$ cat src/rtl/vram_pkg.sv
// Shared types and widths for the VRAM rectangle-fill engine.
package vram_pkg;
    localparam int PIXEL_BITS = 16;
    localparam int COORD_BITS = 8;

    typedef enum logic [1:0] {IDLE, SETUP, FILL, DONE} fill_state_t;

    typedef struct packed {
        logic [COORD_BITS-1:0] x;
        logic [COORD_BITS-1:0] y;
        logic [COORD_BITS-1:0] w;
        logic [COORD_BITS-1:0] h;
        logic [PIXEL_BITS-1:0] color;
    } rect_cmd_t;
endpackage

$ cat src/rtl/vram_rect_fill_if.sv
// Command handshake and RAM write-port bundle of the rectangle-fill engine.
interface vram_rect_fill_if;
    import vram_pkg::*;

    logic                  cmd_valid;
    logic                  cmd_ready;
    logic [COORD_BITS-1:0] cmd_x;
    logic [COORD_BITS-1:0] cmd_y;
    logic [COORD_BITS-1:0] cmd_w;
    logic [COORD_BITS-1:0] cmd_h;
    logic [PIXEL_BITS-1:0] cmd_color;
    logic [15:0]           mem_addr;
    logic [PIXEL_BITS-1:0] mem_data;
    logic                  mem_wren;
    logic                  busy;
    logic                  done;

    modport master (
        output cmd_valid, cmd_x, cmd_y, cmd_w, cmd_h, cmd_color,
        input  cmd_ready, mem_addr, mem_data, mem_wren, busy, done
    );

    modport slave (
        input  cmd_valid, cmd_x, cmd_y, cmd_w, cmd_h, cmd_color,
        output cmd_ready, mem_addr, mem_data, mem_wren, busy, done
    );
endinterface

$ cat src/rtl/vram_rect_fill_clip.sv
// Clips a rectangle to the framebuffer and computes the word address of its top-left pixel.
module rect_clip
    import vram_pkg::*;
#(
    parameter logic [15:0] FB_BASE   = 16'h0000,
    parameter int          FB_WIDTH  = 160,
    parameter int          FB_HEIGHT = 120
) (
    input  logic [COORD_BITS-1:0] x,
    input  logic [COORD_BITS-1:0] y,
    input  logic [COORD_BITS-1:0] w,
    input  logic [COORD_BITS-1:0] h,
    output logic [COORD_BITS-1:0] w_eff,
    output logic [COORD_BITS-1:0] h_eff,
    output logic                  empty,
    output logic [15:0]           start_addr
);
    localparam logic [COORD_BITS-1:0] W8  = COORD_BITS'(FB_WIDTH);
    localparam logic [COORD_BITS-1:0] H8  = COORD_BITS'(FB_HEIGHT);
    localparam logic [15:0]           W16 = 16'(FB_WIDTH);

    logic [COORD_BITS-1:0] w_rem;
    logic [COORD_BITS-1:0] h_rem;

    // Remaining span is only meaningful when the origin lies inside the frame.
    assign w_rem = W8 - x;
    assign h_rem = H8 - y;

    assign empty = (w == '0) || (h == '0) ||
                   ({24'd0, x} >= 32'(FB_WIDTH)) || ({24'd0, y} >= 32'(FB_HEIGHT));

    assign w_eff = (w < w_rem) ? w : w_rem;
    assign h_eff = (h < h_rem) ? h : h_rem;

    assign start_addr = FB_BASE + (16'(y) * W16) + 16'(x);
endmodule

$ cat src/rtl/vram_rect_fill.sv
// Rectangle-fill engine: accepts a command, clips it, then writes one framebuffer word per clock.
module vram_rect_fill
    import vram_pkg::*;
#(
    parameter logic [15:0] FB_BASE   = 16'h0000,
    parameter int          FB_WIDTH  = 160,
    parameter int          FB_HEIGHT = 120
) (
    input  logic               clock,
    input  logic               clear,
    vram_rect_fill_if.slave    bus
);
    localparam logic [15:0] W16 = 16'(FB_WIDTH);

    fill_state_t           state_q, state_d;
    rect_cmd_t             cmd_q, cmd_d;
    logic [15:0]           addr_q, addr_d;
    logic [15:0]           row_q, row_d;
    logic [PIXEL_BITS-1:0] data_q, data_d;
    logic [COORD_BITS-1:0] col_cnt_q, col_cnt_d;
    logic [COORD_BITS-1:0] row_cnt_q, row_cnt_d;
    logic [COORD_BITS-1:0] w_eff_q, w_eff_d;

    logic [COORD_BITS-1:0] clip_w, clip_h;
    logic                  clip_empty;
    logic [15:0]           clip_start;

    rect_clip #(
        .FB_BASE   (FB_BASE),
        .FB_WIDTH  (FB_WIDTH),
        .FB_HEIGHT (FB_HEIGHT)
    ) u_clip (
        .x          (cmd_q.x),
        .y          (cmd_q.y),
        .w          (cmd_q.w),
        .h          (cmd_q.h),
        .w_eff      (clip_w),
        .h_eff      (clip_h),
        .empty      (clip_empty),
        .start_addr (clip_start)
    );

    always_ff @(posedge clock or negedge clear) begin
        if (!clear) begin
            state_q   <= IDLE;
            cmd_q     <= '0;
            addr_q    <= '0;
            row_q     <= '0;
            data_q    <= '0;
            col_cnt_q <= '0;
            row_cnt_q <= '0;
            w_eff_q   <= '0;
        end else begin
            state_q   <= state_d;
            cmd_q     <= cmd_d;
            addr_q    <= addr_d;
            row_q     <= row_d;
            data_q    <= data_d;
            col_cnt_q <= col_cnt_d;
            row_cnt_q <= row_cnt_d;
            w_eff_q   <= w_eff_d;
        end
    end

    always_comb begin
        state_d   = state_q;
        cmd_d     = cmd_q;
        addr_d    = addr_q;
        row_d     = row_q;
        data_d    = data_q;
        col_cnt_d = col_cnt_q;
        row_cnt_d = row_cnt_q;
        w_eff_d   = w_eff_q;
        case (state_q)
            IDLE: begin
                if (bus.cmd_valid) begin
                    cmd_d.x     = bus.cmd_x;
                    cmd_d.y     = bus.cmd_y;
                    cmd_d.w     = bus.cmd_w;
                    cmd_d.h     = bus.cmd_h;
                    cmd_d.color = bus.cmd_color;
                    state_d     = SETUP;
                end
            end
            SETUP: begin
                // Write-port registers load only on the way into FILL, so they hold through SETUP.
                if (clip_empty) begin
                    state_d = DONE;
                end else begin
                    state_d   = FILL;
                    addr_d    = clip_start;
                    row_d     = clip_start;
                    data_d    = cmd_q.color;
                    col_cnt_d = clip_w - 1'b1;
                    row_cnt_d = clip_h - 1'b1;
                    w_eff_d   = clip_w;
                end
            end
            FILL: begin
                if (col_cnt_q != '0) begin
                    addr_d    = addr_q + 16'd1;
                    col_cnt_d = col_cnt_q - 1'b1;
                end else if (row_cnt_q != '0) begin
                    row_d     = row_q + W16;
                    addr_d    = row_q + W16;
                    col_cnt_d = w_eff_q - 1'b1;
                    row_cnt_d = row_cnt_q - 1'b1;
                end else begin
                    state_d = DONE;
                end
            end
            DONE:    state_d = IDLE;
            default: state_d = IDLE;
        endcase
    end

    // Outputs decode the state flop directly so reset removes mem_wren without waiting for a clock.
    assign bus.cmd_ready = (state_q == IDLE);
    assign bus.busy      = (state_q != IDLE);
    assign bus.done      = (state_q == DONE);
    assign bus.mem_wren  = (state_q == FILL);
    assign bus.mem_addr  = addr_q;
    assign bus.mem_data  = data_q;
endmodule

$ cat src/flat_wrapper.sv
// flat-port wrapper written by rule: the top's interface ports become plain ports
module vram_rect_fill_flat import vram_pkg::*;
#(
    parameter logic [15:0] FB_BASE   = 16'h0000,
    parameter int          FB_WIDTH  = 160,
    parameter int          FB_HEIGHT = 120
)
  (clock, clear, bus_cmd_valid, bus_cmd_x, bus_cmd_y, bus_cmd_w, bus_cmd_h, bus_cmd_color, bus_cmd_ready, bus_mem_addr, bus_mem_data, bus_mem_wren, bus_busy, bus_done);
  vram_rect_fill_if bus_i ();
  input  logic clock;
  input  logic clear;
  input wire logic [$bits(bus_i.cmd_valid)-1:0] bus_cmd_valid;
  input wire logic [$bits(bus_i.cmd_x)-1:0] bus_cmd_x;
  input wire logic [$bits(bus_i.cmd_y)-1:0] bus_cmd_y;
  input wire logic [$bits(bus_i.cmd_w)-1:0] bus_cmd_w;
  input wire logic [$bits(bus_i.cmd_h)-1:0] bus_cmd_h;
  input wire logic [$bits(bus_i.cmd_color)-1:0] bus_cmd_color;
  output wire logic [$bits(bus_i.cmd_ready)-1:0] bus_cmd_ready;
  output wire logic [$bits(bus_i.mem_addr)-1:0] bus_mem_addr;
  output wire logic [$bits(bus_i.mem_data)-1:0] bus_mem_data;
  output wire logic [$bits(bus_i.mem_wren)-1:0] bus_mem_wren;
  output wire logic [$bits(bus_i.busy)-1:0] bus_busy;
  output wire logic [$bits(bus_i.done)-1:0] bus_done;
  assign bus_i.cmd_valid = bus_cmd_valid;
  assign bus_i.cmd_x = bus_cmd_x;
  assign bus_i.cmd_y = bus_cmd_y;
  assign bus_i.cmd_w = bus_cmd_w;
  assign bus_i.cmd_h = bus_cmd_h;
  assign bus_i.cmd_color = bus_cmd_color;
  assign bus_cmd_ready = bus_i.cmd_ready;
  assign bus_mem_addr = bus_i.mem_addr;
  assign bus_mem_data = bus_i.mem_data;
  assign bus_mem_wren = bus_i.mem_wren;
  assign bus_busy = bus_i.busy;
  assign bus_done = bus_i.done;
  vram_rect_fill #(.FB_BASE(FB_BASE), .FB_WIDTH(FB_WIDTH), .FB_HEIGHT(FB_HEIGHT)) u_core (.clock(clock), .clear(clear), .bus(bus_i));
endmodule
$ cat config.mk
export PLATFORM = sky130hd
export DESIGN_NAME = vram_rect_fill_flat
export DESIGN_NICKNAME = d
export VERILOG_FILES = /design/src/rtl/vram_pkg.sv /design/src/rtl/vram_rect_fill_if.sv /design/src/rtl/vram_rect_fill_clip.sv /design/src/rtl/vram_rect_fill.sv /design/src/flat_wrapper.sv
export SDC_FILE = /design/constraint.sdc
export NUM_CORES = 1
export LEC_CHECK = 0
export ABC_AREA = 1
export CAP_MARGIN = 30
export CORE_MARGIN = 2
export CORE_UTILIZATION = 35
export DETAILED_ROUTE_END_ITERATION = 10
export GPL_TIMING_DRIVEN = 0
export PLACE_DENSITY = 0.59
export SETUP_SLACK_MARGIN = 0.02
export SLEW_MARGIN = 20
export SYNTH_ARGS = -nofsm -noshare
export SYNTH_HDL_FRONTEND = slang
export SYNTH_HIERARCHICAL = 1
export SYNTH_SLANG_ARGS = --single-unit
export TNS_END_PERCENT = 20
$ cat constraint.sdc
create_clock -name clock -period 4.2 [get_ports clock]
set_clock_uncertainty 0.05 [all_clocks]
set_input_delay 0.84 -clock clock [delete_from_list [all_inputs] [get_ports clock]]
set_output_delay 0.84 -clock clock [all_outputs]
set_load 0.005 [all_outputs]
==> impl_metrics.toml, run 1 <==
[global_route]
grt_max_degree = 75
antenna_found_initial = 0
grt.overflow.total = 0
grt_pass1_vias = 6112
grt_pass1_wl_um = 31400
grt_usage_pct = 17.5

[setup_path]
cp.arrival_ns = 3.89
crit_type = "reg -> reg"
timing.rr.start = "u_core/cmd_q[33]$_DFFE_PN0P_"
cp-startpoint = "u_core/cmd_q[33]$_DFFE_PN0P_"
crit_family = "simple AND/OR/NAND/NOR gates"
worstPathCellList = "inv_1, ha_1, nand2_1, nand2_1, nor2_1, xnor2_1, inv_1, ha_1, nand2_1, nor2_1, a211oi_4, nand2_4, nand2_1, nand2_1, or2_1, o21ai_2, ha_1, nand3_1, nor2_1, nand2_1, xor2_1, nand2_1, o21ai_1"
critPathCaptureType = "flop"
cpMostUsedCell = "nand2_1"
crit_path_max_incr_delay_ns = 0.43
crit_fanout = 9
cp.required_ns = 4.45
worstSetupStartpointType = "flop"
slowest_stage = "dfrtp_1"
crit_buf_inv = 2

[detailed_routing]
firstDrtPassIters = 5
wl_met2_um = 8440
vias = 6422
ant_nets = 0
drt_iter0_drc = 348
wl_met1_um = 9710
wl_per_cell_um = 14.4
drc = 0
route.met3.wl_um = 880
drt-total-wl_um = 19300
viasPerCell = 4.79
highest_layer = "met4"

[timing]
setup_viol = 0
hold_viol_final = 0
relSlewSlack_pct = 59.3
post-route-min-period_ns = 3.64
max_clock_freq_mhz = 275
timing_max_transition_violations_final = 0
worst_pin_slew_ns = 0.609
min_period_over_period_pct = 86.6
rsz0062_at_grt = "no"
setup_slack_ns = 0.561

[floorplan]
placementRows = 53
die_w_um = 152
ios = 87
initial_utilization_pct = 35.9
core_area_um2 = 21200
die_area_um2 = 23000
dieHeight_um = 152

[synth]
ys_types = 51
synth_edf_count = 0
ys_top_cells_by_area = "dfrtp_1 40%, nand2_1 12%, ha_1 6.4%, mux2_2 5.6%, inv_1 5.0%"
ys_warn_count = 6
synth_top_area_share_pct = 40.1
syn-num-nets = 1039
synth_most_common_cell = "nand2_1"
synth_area_leader_cell = "dfrtp_1"
syn-cell-area_um2 = 7620
ys_ff_latch = 122
async_flop_share_pct = 100
synth_cells = 947
syn_avg_cell_area_um2 = 8.04
yosysSeqAreaShare_pct = 40.1
yosys_most_used_dff = "dfrtp_1"
ys_top_cells_by_count = "238 x nand2_1, 122 x dfrtp_1, 101 x inv_1, 97 x nor2_1, 62 x o21ai_0"

[clock_tree]
post_cts_buffers = 0
cts_buffers = 17
clk_pin_slew_ns = 0.06
cts_tree = "yes"
cts.sinks = 122
clockBufferDepth = 2
postCtsResizedCells = 0
clock_latency_ns = 0.42
cts_htree_levels = 4
clk_root_buffer_cell = "clkbuf_16"
cts_hold_buf = 0

[placed_design]
place.gp.congestion = 0.836
port_buffers = 86
pre_cts_slack_ns = 0.626
hpwl_um = 14500

[worst_hold_path]
hold_class = "in -> async"

[finish]
nFillCells = 2099
nets = 1145
area_delta_synth_final_pct = 24.5
n_antenna_cell = 0
drive_gt1_share_pct = 12.2

[outcome]
outcome = "completed"

[job]
cap_violations = 0
## stage by stage
stage                     TNS [ns]  instances  util (%)  hold WS [ns]  area (um2)
final                            0       1341      44.7         0.262        9480
after detailed placement         0       1309      41.7         0.421        8860
after global routing             0       1341      44.7         0.297        9480
after CTS                        0       1341      44.7         0.286        9480
after floorplan                  0        947         -         0.398        7620
after global placement     -352.99       1308      41.6         0.414        8820
## layout make-up
class | count | area (um2) | share of cell area [%]
plain buffers | 31 | 200 | 2.11
well taps | 275 | 344 | 3.63
inverters | 106 | 405 | 4.28
clock inverters | 14 | 196 | 2.07
clock buffers | 18 | 429 | 4.53
flip-flops and latches | 122 | 3050 | 32.2
repair buffers | 87 | 893 | 9.42
multi-input cells | 688 | 3960 | 41.8
## logic make-up (layout without fill, tap and decap cells)
group,count (synthesis),in the layout,share of synthesized area [%]
multiplexers,39,39,5.75
AND/OR/NAND/NOR,434,434,25.0
XOR/XNOR,35,35,4.02
buffers and inverters,137,256,7.95
flip-flops,122,122,40.1
AO/OA/AOI/OAI,139,139,10.2
adder cells (fa/ha/maj),41,41,6.93
## flip-flops by register name, indices dropped and copies added (netlist names)
name / cells
u_core/state_q: 2
u_core/col_cnt_q: 8
u_core/row_cnt_q: 8
u_core/w_eff_q: 8
u_core/bus.mem_data: 16
u_core/row_q: 16
u_core/bus.mem_addr: 16
u_core/cmd_q: 48
## worst paths after layout
check | to | slack, ns | cells past startpoint
worst max-delay path | u_core/row_cnt_q[6]$_DFFE_PN0P_ | 0.56 | 23
worst min-delay path | u_core/col_cnt_q[1]$_DFFE_PN0P_ | 0.26 | 1
worst max register to register | u_core/row_cnt_q[6]$_DFFE_PN0P_ | 0.56 | 23
worst min register to register | u_core/row_cnt_q[3]$_DFFE_PN0P_ | 0.43 | 2
max in group asynchronous | u_core/row_cnt_q[4]$_DFFE_PN0P_ | 3.12 | 2
min in group clock | u_core/row_cnt_q[3]$_DFFE_PN0P_ | 0.43 | 2
## layout by cell type (no fill, tap or decap), types with 9 or more instances in the layout
| cell type | n |
|---|---|
| nand2_1 | 238 |
| dfrtp_1 | 122 |
| inv_1 | 101 |
| nor2_1 | 97 |
| clkdlybuf4s50_1 | 85 |
| o21ai_0 | 62 |
| nand3_1 | 53 |
| a21oi_1 | 39 |
| ha_1 | 39 |
| mux2_2 | 38 |
| xor2_1 | 23 |
| clkbuf_16 | 17 |
| a31oi_1 | 17 |
| xnor2_1 | 12 |
| buf_2 | 10 |
| buf_4 | 9 |
## routing by layer
metal / track usage, % / up-vias
li1: - / 3294
met1: 25.7 / 2967
met2: 26.1 / 148
met3: 3.29 / 13
met4: 4.91 / 0
met5: 0 / -
Power of run 1 is left out: the tool's default activity adds up to more than one toggle a clock period on the data nets, which glitch-free logic cannot reach.
==> run 2: changes to the inputs <==
- DONT_BUFFER_PORTS: not set -> 1
- PLACE_DENSITY: 0.59 -> 0.56
- SLEW_MARGIN: 20 -> not set
- clock period: 4.2 -> 2.9 ns (I/O delays scaled with it)
==> impl_metrics.toml, run 2 (same netlist as run 1, synthesis figures left out) <==
[outcome]
outcome = "finished, violations left"
violations = "hold timing, setup timing"

[timing]
relSlewSlack_pct = 57.0
fin_hold_ws_ns = -0.188
setup_slack_ns = -0.288
post-route-min-period_ns = 3.19
fin_tns_setup_ns = -1.49
timing_max_transition_violations_final = 0
rsz0062_at_grt = "yes"
setup_viol = 11
min_period_over_period_pct = 110
worst_pin_slew_ns = 0.643
max_clock_freq_mhz = 314
hold_viol_final = 122

[detailed_routing]
drt_iter0_drc = 382
viasPerCell = 4.93
ant_nets = 0
firstDrtPassIters = 5
wl_per_cell_um = 15.8
vias = 6404
drt-total-wl_um = 20500
drc = 0

[clock_tree]
clock_latency_ns = 0.43
clockBufferDepth = 2
cts.sinks = 122
cts_htree_levels = 4
cts_buffers = 17
clk_pin_slew_ns = 0.06
cts_tree = "yes"
clk_root_buffer_cell = "clkbuf_16"

[floorplan]
die_w_um = 152
core_area_um2 = 21200
initial_utilization_pct = 35.9
ios = 87
dieHeight_um = 152
die_area_um2 = 23000
placementRows = 53

[placed_design]
place.gp.congestion = 0.818
placed_cells = 1222
port_buffers = 0
hpwl_um = 14400

[setup_path]
worstSetupStartpointType = "flop"
cp-startpoint = "u_core/cmd_q[33]$_DFFE_PN0P_"
crit_fanout = 4
slowest_stage = "dfrtp_1"
timing.rr.start = "u_core/cmd_q[33]$_DFFE_PN0P_"
critPathCaptureType = "flop"
cp.required_ns = 3.16
worstPathCellList = "inv_2, ha_4, nand2_4, nand2_4, xor2_2, inv_1, ha_2, a21oi_4, nor2_4, a211oi_4, nand2_4, nand2_2, nand2_1, or2_1, o21ai_2, ha_2, nand3_2, nor2_1, nand2_1, xor2_1, nand2_1, o21ai_1"
crit_type = "reg -> reg"
cp.arrival_ns = 3.45
crit_path_max_incr_delay_ns = 0.40

[finish]
nets = 1101
area_delta_synth_final_pct = 22.2
largest_reg_flops = 48
drive_gt1_share_pct = 25.5
final_common_cell = "nand2_1"
stdcell_count = 1300
regMostFlops = "u_core/cmd_q"
final_cell_mix = "208 x nand2_1, 114 x dfrtp_1, 93 x inv_1"

[global_route]
grt_max_degree = 123
grt_pass1_wl_um = 32100
grt_pass1_vias = 6191
antenna_found_initial = 5
grt.overflow.total = 0
grt_usage_pct = 18.1

[job]
cap_violations = 0

[worst_hold_path]
hold_class = "in -> async"
-- run 2: changes by cell type in the layout (fill, tap and decap cells not counted), sizes merged --
| cell | before | now |
|---|---|---|
| clkdlybuf4s50 | 85 | 0 |
| clkinv | 7 | 6 |
| inv | 106 | 110 |
| diode | 0 | 3 |
| bufinv | 4 | 1 |
| buf | 26 | 67 |
-- run 2: critical path, delay by kind of cell, from the launching register on --
kind | cells | cell delay [ns]
AO/OA/AOI/OAI | 4 | 0.50
XOR/XNOR | 2 | 0.35
adder cells (fa/ha/maj) | 3 | 0.57
flip-flops | 1 | 0.40
buffers and inverters | 2 | 0.19
AND/OR/NAND/NOR | 11 | 1.01
-- run 2: timing repair --
item	in CTS	in global routing
endpoints found under the hold margin	122	122
setup endpoints to repair	21	23
resized for setup	57	62
pin swaps	26	41
buffers inserted	27	16
-- run 2: stage by stage --
stage | setup WS, ns | hold WS [ns] | util (%) | instance area [um2]
final | -0.288 | -0.188 | 43.9 | 9310
after global routing | -0.458 | -0.209 | 43.9 | 9310
after CTS | -0.265 | -0.216 | 42.1 | 8930
after detailed placement | -0.678 | 0.244 | 37.5 | 7960
after global placement | -0.660 | 0.244 | 37.5 | 7960
after floorplan | -0.273 | 0.234 | - | 7620
-- run 2: metal layers --
metal / share of wire [%] / track usage (%)
met4: 1.4 / 5.32
met5: 0.13 / 0
met2: 46 / 27.9
met3: 5.7 / 5.30
met1: 47 / 24.6
-- run 2: final cells by class --
cell class | count | area (um2)
antenna | 3 | 7.51
fill | 2093 | 11900
buffer | 31 | 200
clock buffer | 18 | 439
tap | 275 | 344
sequential | 122 | 3060
multi-input combinational | 688 | 4380
clock inverter | 14 | 136
timing repair buffer | 43 | 330
inverter | 106 | 405
-- run 2: path summary, 6_finish.rpt --
check                                                  end  slack (ns)  cells past startpoint
hold reg to reg                u_core/row_q[4]$_DFFE_PN0P_        0.43                      2
min in group clock            u_core/cmd_q[31]$_DFFE_PN0P_        0.25                      1
max in group asynchronous     u_core/cmd_q[16]$_DFFE_PN0P_        2.82                      0
setup reg to reg           u_core/row_cnt_q[6]$_DFFE_PN0P_       -0.29                     22
setup / recovery           u_core/row_cnt_q[6]$_DFFE_PN0P_       -0.29                     22
hold / removal                 u_core/row_q[7]$_DFFE_PN0P_       -0.19                      0
Power of run 2 is left out for the same reason.
==> run 3: changes to the inputs <==
- TNS_END_PERCENT: 20 -> 1
==> impl_metrics.toml, run 3 (same netlist as run 1, synthesis figures left out) <==
[outcome]
outcome = "finished, violations left"
violations = "hold timing, setup timing"

[timing]
relSlewSlack_pct = 56.8
setup_slack_ns = -0.295
fin_hold_ws_ns = -0.186
hold_viol_final = 122
setup_viol = 11
fin_tns_setup_ns = -1.78
rsz0062_at_grt = "yes"
timing_max_transition_violations_final = 0
worst_pin_slew_ns = 0.646
min_period_over_period_pct = 110
post-route-min-period_ns = 3.19
max_clock_freq_mhz = 313

[placed_design]
place.gp.congestion = 0.818
hpwl_um = 14400
port_buffers = 0

[setup_path]
critPathCaptureType = "flop"
crit_family = "simple AND/OR/NAND/NOR gates"
worstSetupStartpointType = "flop"
slowest_stage = "dfrtp_1"
crit_type = "reg -> reg"
crit_path_max_incr_delay_ns = 0.39
crit_buf_inv = 2
worstPathCellList = "inv_2, ha_4, nand2_1, nand2_2, nor2_4, xnor2_2, inv_1, ha_1, nand2_2, nor2_4, a211oi_4, nand2_4, nand2_1, nand2_1, or2_1, o21ai_2, ha_2, nand3_2, nor2_1, nand2_1, xor2_1, nand2_1, o21ai_1"
cpMostUsedCell = "nand2_1"
cp.required_ns = 3.16
cp.arrival_ns = 3.45
crit_fanout = 4

[detailed_routing]
drt-total-wl_um = 19900
vias = 6270
highest_layer = "met5"
firstDrtPassIters = 5
route.met3.wl_um = 1060
drt_iter0_drc = 332
wl_per_cell_um = 15.5
wl_met1_um = 9660
wl_met2_um = 8960
viasPerCell = 4.88
drc = 0
ant_nets = 0

[finish]
largest_reg_flops = 48
nFillCells = 2113
regMostFlops = "u_core/cmd_q"
final_common_cell = "nand2_1"
area_delta_synth_final_pct = 18.6
final_cell_mix = "220 x nand2_1, 114 x dfrtp_1, 95 x inv_1"
drive_gt1_share_pct = 21.9
nets = 1086

[global_route]
grt_pass1_wl_um = 31900
grt.overflow.total = 0
antenna_found_initial = 5
grt_max_degree = 123
grt_pass1_vias = 6119
grt_usage_pct = 18.0

[floorplan]
die_w_um = 152
die_area_um2 = 23000
placementRows = 53
dieHeight_um = 152
initial_utilization_pct = 35.9
core_area_um2 = 21200
ios = 87

[clock_tree]
clockBufferDepth = 2
clock_latency_ns = 0.43
clk_pin_slew_ns = 0.06
cts_htree_levels = 4
clk_root_buffer_cell = "clkbuf_16"
cts_tree = "yes"
cts_buffers = 17
cts.sinks = 122

[job]
cap_violations = 0

[worst_hold_path]
hold_class = "in -> async"
## run 3: timing repair
| action | in CTS | in global routing |
|---|---|---|
| setup endpoints to repair | 21 | 24 |
| gates resized for setup | 50 | 31 |
| pin swaps | 15 | 22 |
| buffers inserted | 20 | 8 |
| hold endpoints to repair | 122 | 122 |
## run 3: area by class of cell
cell class	instances	area (um2)	area share, %
Clock inverter	14	136	1.51
Timing Repair Buffer	28	214	2.37
Buffer	31	200	2.22
Antenna cell	3	7.51	0.0831
Sequential cell	122	3060	33.9
Multi-Input combinational cell	688	4220	46.8
Clock buffer	18	439	4.86
Inverter	106	405	4.49
Tap cell	275	344	3.81
## run 3: final timing paths
check | startpoint | end | slack [ns] | depth (start not counted)
min in group clock | bus_cmd_w[3] | u_core/cmd_q[27]$_DFFE_PN0P_ | 0.25 | 1
worst min register to register | u_core/row_q[4]$_DFFE_PN0P_ | u_core/row_q[4]$_DFFE_PN0P_ | 0.43 | 2
worst max-delay path | u_core/cmd_q[32]$_DFFE_PN0P_ | u_core/row_cnt_q[6]$_DFFE_PN0P_ | -0.29 | 23
worst min-delay path | clear | u_core/cmd_q[30]$_DFFE_PN0P_ | -0.19 | 0
max in group asynchronous | clear | u_core/cmd_q[21]$_DFFE_PN0P_ | 2.82 | 0
worst max register to register | u_core/cmd_q[32]$_DFFE_PN0P_ | u_core/row_cnt_q[6]$_DFFE_PN0P_ | -0.29 | 23
## run 3: per-stage QoR
step	instances	setup WS [ns]	hold WS, ns	area [um2]	utilization, %
6_report	1285	-0.295	-0.186	9030	42.6
5_1_grt	1283	-0.463	-0.209	9030	42.5
4_1_cts	1274	-0.288	-0.216	8850	41.7
3_5_place_dp	1222	-0.678	0.244	7960	37.5
3_3_place_gp	1222	-0.660	0.244	7960	37.5
2_1_floorplan	947	-0.273	0.234	7620	-
## run 3: per-layer routing
layer	vias to the layer above	track usage, %
met3	18	5.30
li1	3179	-
met2	107	27.5
met1	2962	24.6
met5	-	0
met4	4	5.32
Power of run 3 is left out for the same reason.
